[src/rtl/counter_pkg.sv]
// Shared types and helpers for the manual step counter and its BCD converter.
package counter_pkg;

  typedef logic [3:0] bcd_digit_t;

  typedef enum logic [1:0] {
    IDLE  = 2'd0,
    LOAD  = 2'd1,
    SHIFT = 2'd2,
    DONE  = 2'd3
  } bcd_state_e;

  localparam bcd_digit_t BCD_ADD_THRESH = 4'd5;

  // Shift-add-3 correction applied to one digit before each shift.
  function automatic bcd_digit_t add3(input bcd_digit_t d);
    if (d >= BCD_ADD_THRESH) begin
      return d + 4'd3;
    end else begin
      return d;
    end
  endfunction

endpackage

[src/rtl/bin2bcd_seq.sv]
// Sequential shift-add-3 binary-to-BCD converter; start restarts it at any state.
module bin2bcd_seq
  import counter_pkg::*;
#(
  parameter int WIDTH      = 8,
  parameter int NUM_DIGITS = 3
) (
  input  logic                    clk,
  input  logic                    reset,
  input  logic                    start,
  input  logic [WIDTH-1:0]        value,
  output logic [4*NUM_DIGITS-1:0] bcd,
  output logic                    done
);

  localparam int BCD_W  = 4 * NUM_DIGITS;
  localparam int ITER_W = $clog2(WIDTH + 1);

  bcd_state_e              state;
  bcd_state_e              state_next;
  logic [WIDTH-1:0]        value_lat;
  logic [WIDTH-1:0]        bin_sh;
  logic [BCD_W-1:0]        acc;
  logic [BCD_W-1:0]        acc_adj;
  logic [ITER_W-1:0]       iter;
  logic [BCD_W+WIDTH-1:0]  shifted;

  // State register.
  always_ff @(posedge clk or posedge reset) begin
    if (reset) begin
      state <= IDLE;
    end else begin
      state <= state_next;
    end
  end

  // Next state: a start in any state (re)enters LOAD with the new value.
  always_comb begin
    state_next = state;
    case (state)
      IDLE: begin
        if (start) state_next = LOAD;
        else       state_next = IDLE;
      end
      LOAD: begin
        if (start) state_next = LOAD;
        else       state_next = SHIFT;
      end
      SHIFT: begin
        if (start)                              state_next = LOAD;
        else if (iter == ITER_W'(WIDTH - 1))    state_next = DONE;
        else                                    state_next = SHIFT;
      end
      DONE: begin
        if (start) state_next = LOAD;
        else       state_next = IDLE;
      end
      default: state_next = IDLE;
    endcase
  end

  // Per-digit correction followed by one left shift of the {bcd, binary} pair.
  always_comb begin
    acc_adj = acc;
    for (int d = 0; d < NUM_DIGITS; d++) begin
      acc_adj[4*d +: 4] = add3(acc[4*d +: 4]);
    end
    shifted = {acc_adj, bin_sh} << 1'b1;
  end

  // Datapath; bcd is only written in DONE so partial shift data never leaks out.
  always_ff @(posedge clk or posedge reset) begin
    if (reset) begin
      value_lat <= WIDTH'(0);
      bin_sh    <= WIDTH'(0);
      acc       <= BCD_W'(0);
      iter      <= ITER_W'(0);
      bcd       <= BCD_W'(0);
      done      <= 1'b1;
    end else if (start) begin
      value_lat <= value;
      done      <= 1'b0;
    end else begin
      case (state)
        LOAD: begin
          bin_sh <= value_lat;
          acc    <= BCD_W'(0);
          iter   <= ITER_W'(0);
        end
        SHIFT: begin
          {acc, bin_sh} <= shifted;
          iter          <= iter + ITER_W'(1);
        end
        DONE: begin
          bcd  <= acc;
          done <= 1'b1;
        end
        default: begin
          done <= done;
        end
      endcase
    end
  end

endmodule

[src/rtl/manual_step_counter.sv]
// Push-button up/down counter with wrap pulse and sequential BCD output.
// Define BTN_DEBOUNCE_EN to insert a per-button debounce filter after the synchronizers.
module manual_step_counter
  import counter_pkg::*;
#(
  parameter int WIDTH           = 8,
  parameter int MAX_COUNT       = 150,
  parameter int NUM_DIGITS      = 3,
  parameter int DEBOUNCE_CYCLES = 250000
) (
  input  logic                    clk,
  input  logic                    reset,
  input  logic                    btn_inc,
  input  logic                    btn_dec,
  input  logic                    enable,
  output logic [WIDTH-1:0]        count,
  output logic [4*NUM_DIGITS-1:0] bcd,
  output logic                    bcd_valid,
  output logic                    count_reached
);

  localparam logic [WIDTH-1:0] MAX_C = WIDTH'(MAX_COUNT);

  logic [1:0]       raw;
  logic [1:0]       step;
  logic [WIDTH-1:0] count_next;
  logic             reached_next;
  logic             conv_start;

  assign raw = {btn_dec, btn_inc};

  for (genvar g = 0; g < 2; g++) begin : g_btn
    logic sync1;
    logic sync2;
    logic level;
    logic level_d;
    logic pulse;

    // Two-flop synchronizer for the raw button pin.
    always_ff @(posedge clk or posedge reset) begin
      if (reset) begin
        sync1 <= 1'b0;
        sync2 <= 1'b0;
      end else begin
        sync1 <= raw[g];
        sync2 <= sync1;
      end
    end

`ifdef BTN_DEBOUNCE_EN
    localparam int DB_W = $clog2(DEBOUNCE_CYCLES + 1);
    logic [DB_W-1:0] db_cnt;

    // Filtered level follows sync2 only after it has disagreed for DEBOUNCE_CYCLES clocks.
    always_ff @(posedge clk or posedge reset) begin
      if (reset) begin
        db_cnt <= DB_W'(0);
        level  <= 1'b0;
      end else if (sync2 != level) begin
        if (db_cnt == DB_W'(DEBOUNCE_CYCLES - 1)) begin
          level  <= sync2;
          db_cnt <= DB_W'(0);
        end else begin
          db_cnt <= db_cnt + DB_W'(1);
        end
      end else begin
        db_cnt <= DB_W'(0);
      end
    end
`else
    assign level = sync2;
`endif

    // Registered rising-edge detect gives a one-clock step pulse.
    always_ff @(posedge clk or posedge reset) begin
      if (reset) begin
        level_d <= 1'b0;
        pulse   <= 1'b0;
      end else begin
        level_d <= level;
        pulse   <= level & ~level_d;
      end
    end

    assign step[g] = pulse;
  end

  // Step rules in priority order: disable, simultaneous, inc, dec, hold.
  always_comb begin
    count_next   = count;
    reached_next = 1'b0;
    if (!enable) begin
      count_next = WIDTH'(0);
    end else if (step[0] && step[1]) begin
      count_next = count;
    end else if (step[0]) begin
      if (count == MAX_C) begin
        count_next   = WIDTH'(0);
        reached_next = 1'b1;
      end else begin
        count_next = count + WIDTH'(1);
      end
    end else if (step[1]) begin
      if (count == WIDTH'(0)) begin
        count_next   = MAX_C;
        reached_next = 1'b1;
      end else begin
        count_next = count - WIDTH'(1);
      end
    end else begin
      count_next = count;
    end
  end

  // Count and wrap-pulse registers.
  always_ff @(posedge clk or posedge reset) begin
    if (reset) begin
      count         <= WIDTH'(0);
      count_reached <= 1'b0;
    end else begin
      count         <= count_next;
      count_reached <= reached_next;
    end
  end

  // Converter is started with the next value so bcd_valid drops with the count change.
  assign conv_start = (count_next != count);

  bin2bcd_seq #(
    .WIDTH      (WIDTH),
    .NUM_DIGITS (NUM_DIGITS)
  ) u_bcd (
    .clk   (clk),
    .reset (reset),
    .start (conv_start),
    .value (count_next),
    .bcd   (bcd),
    .done  (bcd_valid)
  );

endmodule

[config.mk]
export PLATFORM = sky130hd
export DESIGN_NAME = manual_step_counter
export DESIGN_NICKNAME = d
export VERILOG_FILES = /design/src/rtl/counter_pkg.sv /design/src/rtl/bin2bcd_seq.sv /design/src/rtl/manual_step_counter.sv
export SDC_FILE = /design/constraint.sdc
export NUM_CORES = 1
export LEC_CHECK = 0
export ABC_AREA = 1
export CAP_MARGIN = 20
export CORE_ASPECT_RATIO = 0.6
export CORE_MARGIN = 2
export CORE_UTILIZATION = 61
export CTS_BUF_LIST = sky130_fd_sc_hd__clkbuf_8
export CTS_CLUSTER_SIZE = 40
export DETAILED_ROUTE_END_ITERATION = 10
export PLACE_DENSITY = 0.85
export SKIP_LAST_GASP = 1
export SLEW_MARGIN = 0
export SYNTH_ARGS = -nofsm -noshare
export SYNTH_HDL_FRONTEND = slang
export SYNTH_SLANG_ARGS = --single-unit
[constraint.sdc]
create_clock -name clk -period 3.2 [get_ports clk]
set_input_delay 0.96 -clock clk [delete_from_list [all_inputs] [get_ports clk]]
set_output_delay 0.96 -clock clk [all_outputs]
set_load 0.03 [all_outputs]
# Word level (Yosys, flattened, before mapping)
# Index checks and enable logic that the tools add are counted.
# totals
register_bits	64
elab_cells	70
inputBits	5
# classes
n_lt_le_gt_ge	3
n_mux	25
bitwise_logic	5
reduce_logical	8
n_eq_ne	6
n_addsub	6
# op_table
op	count
$mux W8	6
$pmux W12 S2	1
$pmux W8 S2	1
$ge A4 B3 Y1 const B	3
$mux W1	10
$add A4 B2 Y4 const B	2
$add A8 B1 Y8 const B	1
$eq A8 B8 Y1 const B	1
$logic_not A8 Y1	1
$mux W4	2
$ne A8 B8 Y1	1
$pmux W4 S2	1
$sub A8 B1 Y8 const B	1
$pmux W2 S3	1
$add A4 B1 Y4 const B	1
$eq A2 B2 Y1 const B	2
$eq A4 B3 Y1 const B	1
$mux W2	2
$reduce_and A2 Y1	2
$reduce_bool A2 Y1	2
$add A3 B2 Y3 const B	1
$mux W3	1
$not A1 Y1	3
$and A1 B1 Y1	2
4 further kinds	4

# Depth between registers and ports, before layout
# logic_depth
ltp_word	9
mapped_depth	19

# Hierarchy
# From an unflattened synthesis, not the netlist that was laid out.
# unflattened
hier_cells	454
hier_area_um2	3530.9
# modules_own_cells
module	instances	area_each_um2	cells_per_inst
bin2bcd_seq	1	2232.1	254
manual_step_counter	1	1298.7	200

# Least setup slack after synthesis
# Ideal clock, no wire load.
# synth_timing
path_kind	reg2reg
startpoint	reg count[0]
endpoint	reg u_bcd.value_lat[7]
synth_period_minus_slack_ps	2387
required_time_ps	3083
stages_incl_launch_ff	15
path_slack_ps	813
t_arrival_ps	2270
path_cell_list	dfrtp_1 > inv_2 > ha_1 > or2_0 > nand3_1 > nand2_1 > nand2_1 > nand2_1 > nand2_1 > nand3_2 > nor2_8 > nand2_2 > buf_6 > nand2_1 > o21ai_2
# synth_between
elab_chain_cells	7
elab_cells_between_ends	11
# synth_rtl
item	line	text
start, declared	manual_step_counter.sv:16	output logic [WIDTH-1:0] count,
start signal, assigned	manual_step_counter.sv:121	count <= count_next;
$sub A8 B1 Y8 or $logic_not A8 Y1 (tied branches)	manual_step_counter.sv:108, manual_step_counter.sv:104	
$mux W8	manual_step_counter.sv:104	if (count == WIDTH'(0)) begin
$mux W8	manual_step_counter.sv:103	end else if (step[1]) begin
$mux W8	manual_step_counter.sv:96	end else if (step[0]) begin
$mux W8	manual_step_counter.sv:94	end else if (step[0] && step[1]) begin
$mux W8	manual_step_counter.sv:92	if (!enable) begin
$ne A8 B8 Y1	manual_step_counter.sv:127	assign conv_start = (count_next != count);
end signal, assigned	bin2bcd_seq.sv:81	value_lat <= value;
end, declared	bin2bcd_seq.sv:21	logic [WIDTH-1:0] value_lat;
# Several ways; a longest one is shown, not always the timed one.
# A chain may end at the register's enable or synchronous reset.

# Final worst setup path
# layout_timing
startpoint	reg count[0]
endpoint	reg u_bcd.bin_sh[2]
# layout_between
elab_chain_cells	9
elab_cells_between_ends	13
# layout_rtl
item	line	text
$sub A8 B1 Y8 or $logic_not A8 Y1 (tied branches)	manual_step_counter.sv:108, manual_step_counter.sv:104	
$mux W8	manual_step_counter.sv:104	
$mux W8	manual_step_counter.sv:103	
$mux W8	manual_step_counter.sv:96	
$mux W8	manual_step_counter.sv:94	
$mux W8	manual_step_counter.sv:92	
$ne A8 B8 Y1 *	manual_step_counter.sv:127	
$not A1 Y1 (no line) *	n/a	
$reduce_and A2 Y1 (no line) *	n/a	
end signal, assigned	bin2bcd_seq.sv:86	bin_sh <= value_lat;
end signal, assigned	bin2bcd_seq.sv:91	{acc, bin_sh} <= shifted;
end, declared	bin2bcd_seq.sv:22	logic [WIDTH-1:0] bin_sh;
# Every way passes the cells marked *; elsewhere a longest branch is shown, timed or not.

==> flow_summary.yaml <==
outcome:
  status: "complete, no violations"
final_layout:
  nets: 560
  area_delta_synth_final_pct: 11.7
  antenna_cells: 0
  drive_gt1_frac: 0.0989
  fillers: 502
pwr:
  p_int_w: 0.00139
  p_sw_frac: 0.378
  peakVddDrop_mv: 0.346
  seq_power_share: 0.432
  power.leakage_nw: 2.33
  switching_power_w: 0.000849
  clockPowerShare: 0.280
  power_frac_comb: 0.288
  powerDensity_nw_per_um2: 515
  power_w: 0.00224
timing:
  hold_viol: 0
  worstMarginPinSlew_ns: 0.635
  relSlewSlack: 0.574
  min_period_over_period: 0.862
  fmaxAchievable_mhz: 363
  maxSlewViolCount: 0
  fin_crit_ns: 2.76
  rsz0062_at_grt: "no"
  finClkSkew_ns: 0.00889
  setup_viol: 0
  tns_ns: 0
route:
  wl_met3_um: 912
  route.met2.wl_um: 4070
  m1WireLength_um: 4540
  drtIter0Drc: 366
  routedWlPerCell_um: 15.2
  drtAntennaViolNets: 0
  via_count: 3577
  top_layer: "met4"
  wl_um: 9580
  viasPerCell: 5.68
  drtPass1Iterations: 5
  route.detailed.drc: 0
logic_synthesis:
  seq_area_frac_synth: 0.411
  synth_fa_ha_area_frac: 0.0449
  synth_area_leaders: "dfrtp_1 (40%), nand2_1 (17%), nand4_1 (6.9%), inv_1 (5.2%), ha_1 (4.5%)"
  yosys.area.top_type: "dfrtp_1"
  synthMuxAreaShare: 0
  synthDistinctLibCells: 35
  avgSynthCellArea_sq_um: 7.52
  synth.most_common_cell: "nand2_1"
  ys_warn_count: 0
  syn_nets: 538
  synth-edff-count: 0
  synth_compound_area_frac: 0.0696
  async_reset_ff_frac: 1.00
  netlist_top_cells_count: "nand2_1 (179), dfrtp_1 (63), inv_1 (54), nand4_1 (43), nand3_1 (33)"
  synth_cells: 519
  yosys.area_share.simple: 0.358
  synth_top_flop_cell: "dfrtp_1"
  synth-xor-area-share: 0.0112
  synth_top_area_frac: 0.404
  syn_area_sq_um: 3900
  synth_top_family_by_area: "simple AND/OR/NAND/NOR gates"
  ys_seq_elements: 64
setup_path:
  worstPathRequired_ns: 3.43
  startpoint_type: "register"
  end_kind: "register"
  crit_top_cell: "nand2_1"
  path_max_fanout: 24
  crit_chain: "inv_2 > ha_1 > nand2_1 > nor2_1 > nand2_1 > nand2_1 > nand2_1 > inv_1 > nand2_1 > nand2_1 > nand2_1 > nand3_1 > nand3_2 > nor2_8 > nand3_4 > nand2_1 > nand2_1"
  critical_path_class: "reg -> reg"
  worst_path_largest_cell_delay_ns: 0.39
  worstPathArrival_ns: 2.99
  slowest_stage: "dfrtp_1"
global_routing:
  grt_overflow_total: 0
  grt_first_pass_wirelength_um: 16200
  track_usage: 0.301
  first_global_vias: 3300
  antenna_found_initial: 0
  grt_max_degree: 56
clocking:
  cts.path.max_buffers: 2
  clk_latency_ns: 0.34
  clockRootBuffer: "clkbuf_8"
  htree_levels: 3
  numCtsBuffers: 9
  cts_tree: "done"
  clk_pin_slew_ns: 0.07
  cts_hold_buf: 0
  cts_resized: 0
  clkSinkCount: 64
  cts_setup_buffers: 0
place:
  routabilityCongestion: 0.969
  port_buffers: 26
  post-dp-hpwl_um: 6640
die:
  initial_utilization: 0.636
  die-area_sq_um: 7070
  ios: 27
  die_y_um: 66.0
  die-width_um: 107
  coreArea_sq_um: 6140
  num_rows: 22
hold_path:
  hp-class: "reg -> reg"
flow_run:
  cap_violations: 0
==> per-layer routing <==
metal  track usage  vias to the layer above
li1              -                     1730
met1         0.446                     1687
met2         0.421                      152
met3        0.0995                        8
met4        0.0779                        0
met5             0                        -
==> worst max-delay path, delay by kind of cell (launching register included) <==
family	cells	cell delay, ns
adders and majority gates	1	0.21
and+or+nand+nor	14	1.79
DFF	1	0.39
buffers and inverters	2	0.26
==> logic make-up after synthesis <==
kind of cell	Yosys count
simple gates	305
buf+inv	86
flops	64
compound gates	45
fa+ha+maj	14
xor+xnor	5
==> flip-flops by register name (all words and copies together) (netlist names) <==
signal,flops
u_bcd.acc,12
u_bcd.bcd,12
count,8
u_bcd.bin_sh,8
u_bcd.value_lat,8
u_bcd.iter,4
g_btn.level,2
g_btn.level_d,2
g_btn.pulse,2
g_btn.sync1,2
u_bcd.state,2
count_reached,1
u_bcd.done,1
==> power groups by stage <==
stage | Sequential (W) | Combinational (W) | Clock (W)
after floorplan | 0.000973 | 0.000495 | 0
after CTS | 0.000965 | 0.000638 | 0.000639
after global placement | 0.000975 | 0.000610 | 0
final | 0.000969 | 0.000647 | 0.000628
after detailed placement | 0.000979 | 0.000634 | 0
after global routing | 0.000979 | 0.000717 | 0.000677
==> stage by stage <==
step / setup slack (ns) / instance area, sq um / util / cells / hold slack, ns
after floorplan: 0.644 / 3900 / - / 519 / 0.331
after global placement: 0.218 / 4180 / 0.682 / 614 / 0.336
after detailed placement: 0.119 / 4180 / 0.682 / 614 / 0.338
after CTS: 0.454 / 4360 / 0.710 / 630 / 0.360
after global routing: 0.113 / 4360 / 0.710 / 630 / 0.364
final: 0.442 / 4360 / 0.710 / 630 / 0.357
==> cell usage in the layout (no fill, tap or decap), drive strengths merged <==
cell           Yosys  final
clkbuf             7     11
dfrtp             63     63
nor2              34     34
buf               17      9
clkdlybuf4s50      0     26
o21ai             26     26
a211oi             1      1
inv               61     63
a21oi             11     11
xnor2              1      1
nor3               7      7
nand4             43     43
nand2            182    182
dfstp              1      1
clkinv             1      3
a31oi              6      6
clkinvlp           0      1
xor2               4      4
nand3             38     38
o211ai             1      1
ha                14     14
or2                1      1
==> area by class of cell <==
| cell class | count | area [sq um] | share of cell area |
|---|---|---|---|
| Inverter | 62 | 235 | 0.0539 |
| Multi-Input combinational cell | 369 | 1890 | 0.433 |
| Tap cell | 84 | 105 | 0.0241 |
| Clock inverter | 5 | 25.0 | 0.00574 |
| Clock buffer | 11 | 151 | 0.0347 |
| Sequential cell | 64 | 1600 | 0.368 |
| Timing Repair Buffer | 35 | 353 | 0.0809 |
==> final timing paths <==
path / start / endpoint / slack (ns) / depth (start not counted)
worst max register to register: count[0] / u_bcd.bin_sh[2] / 0.44 / 17
max in group asynchronous: reset / u_bcd.done / 1.74 / 3
worst min register to register: g_btn[1].sync1 / g_btn[1].level / 0.36 / 0
min in group asynchronous: reset / u_bcd.bcd[8] / 0.85 / 2
worst max-delay path: count[0] / u_bcd.bin_sh[2] / 0.44 / 17
worst min-delay path: g_btn[1].sync1 / g_btn[1].level / 0.36 / 0
(Power assumes the default switching activity.)
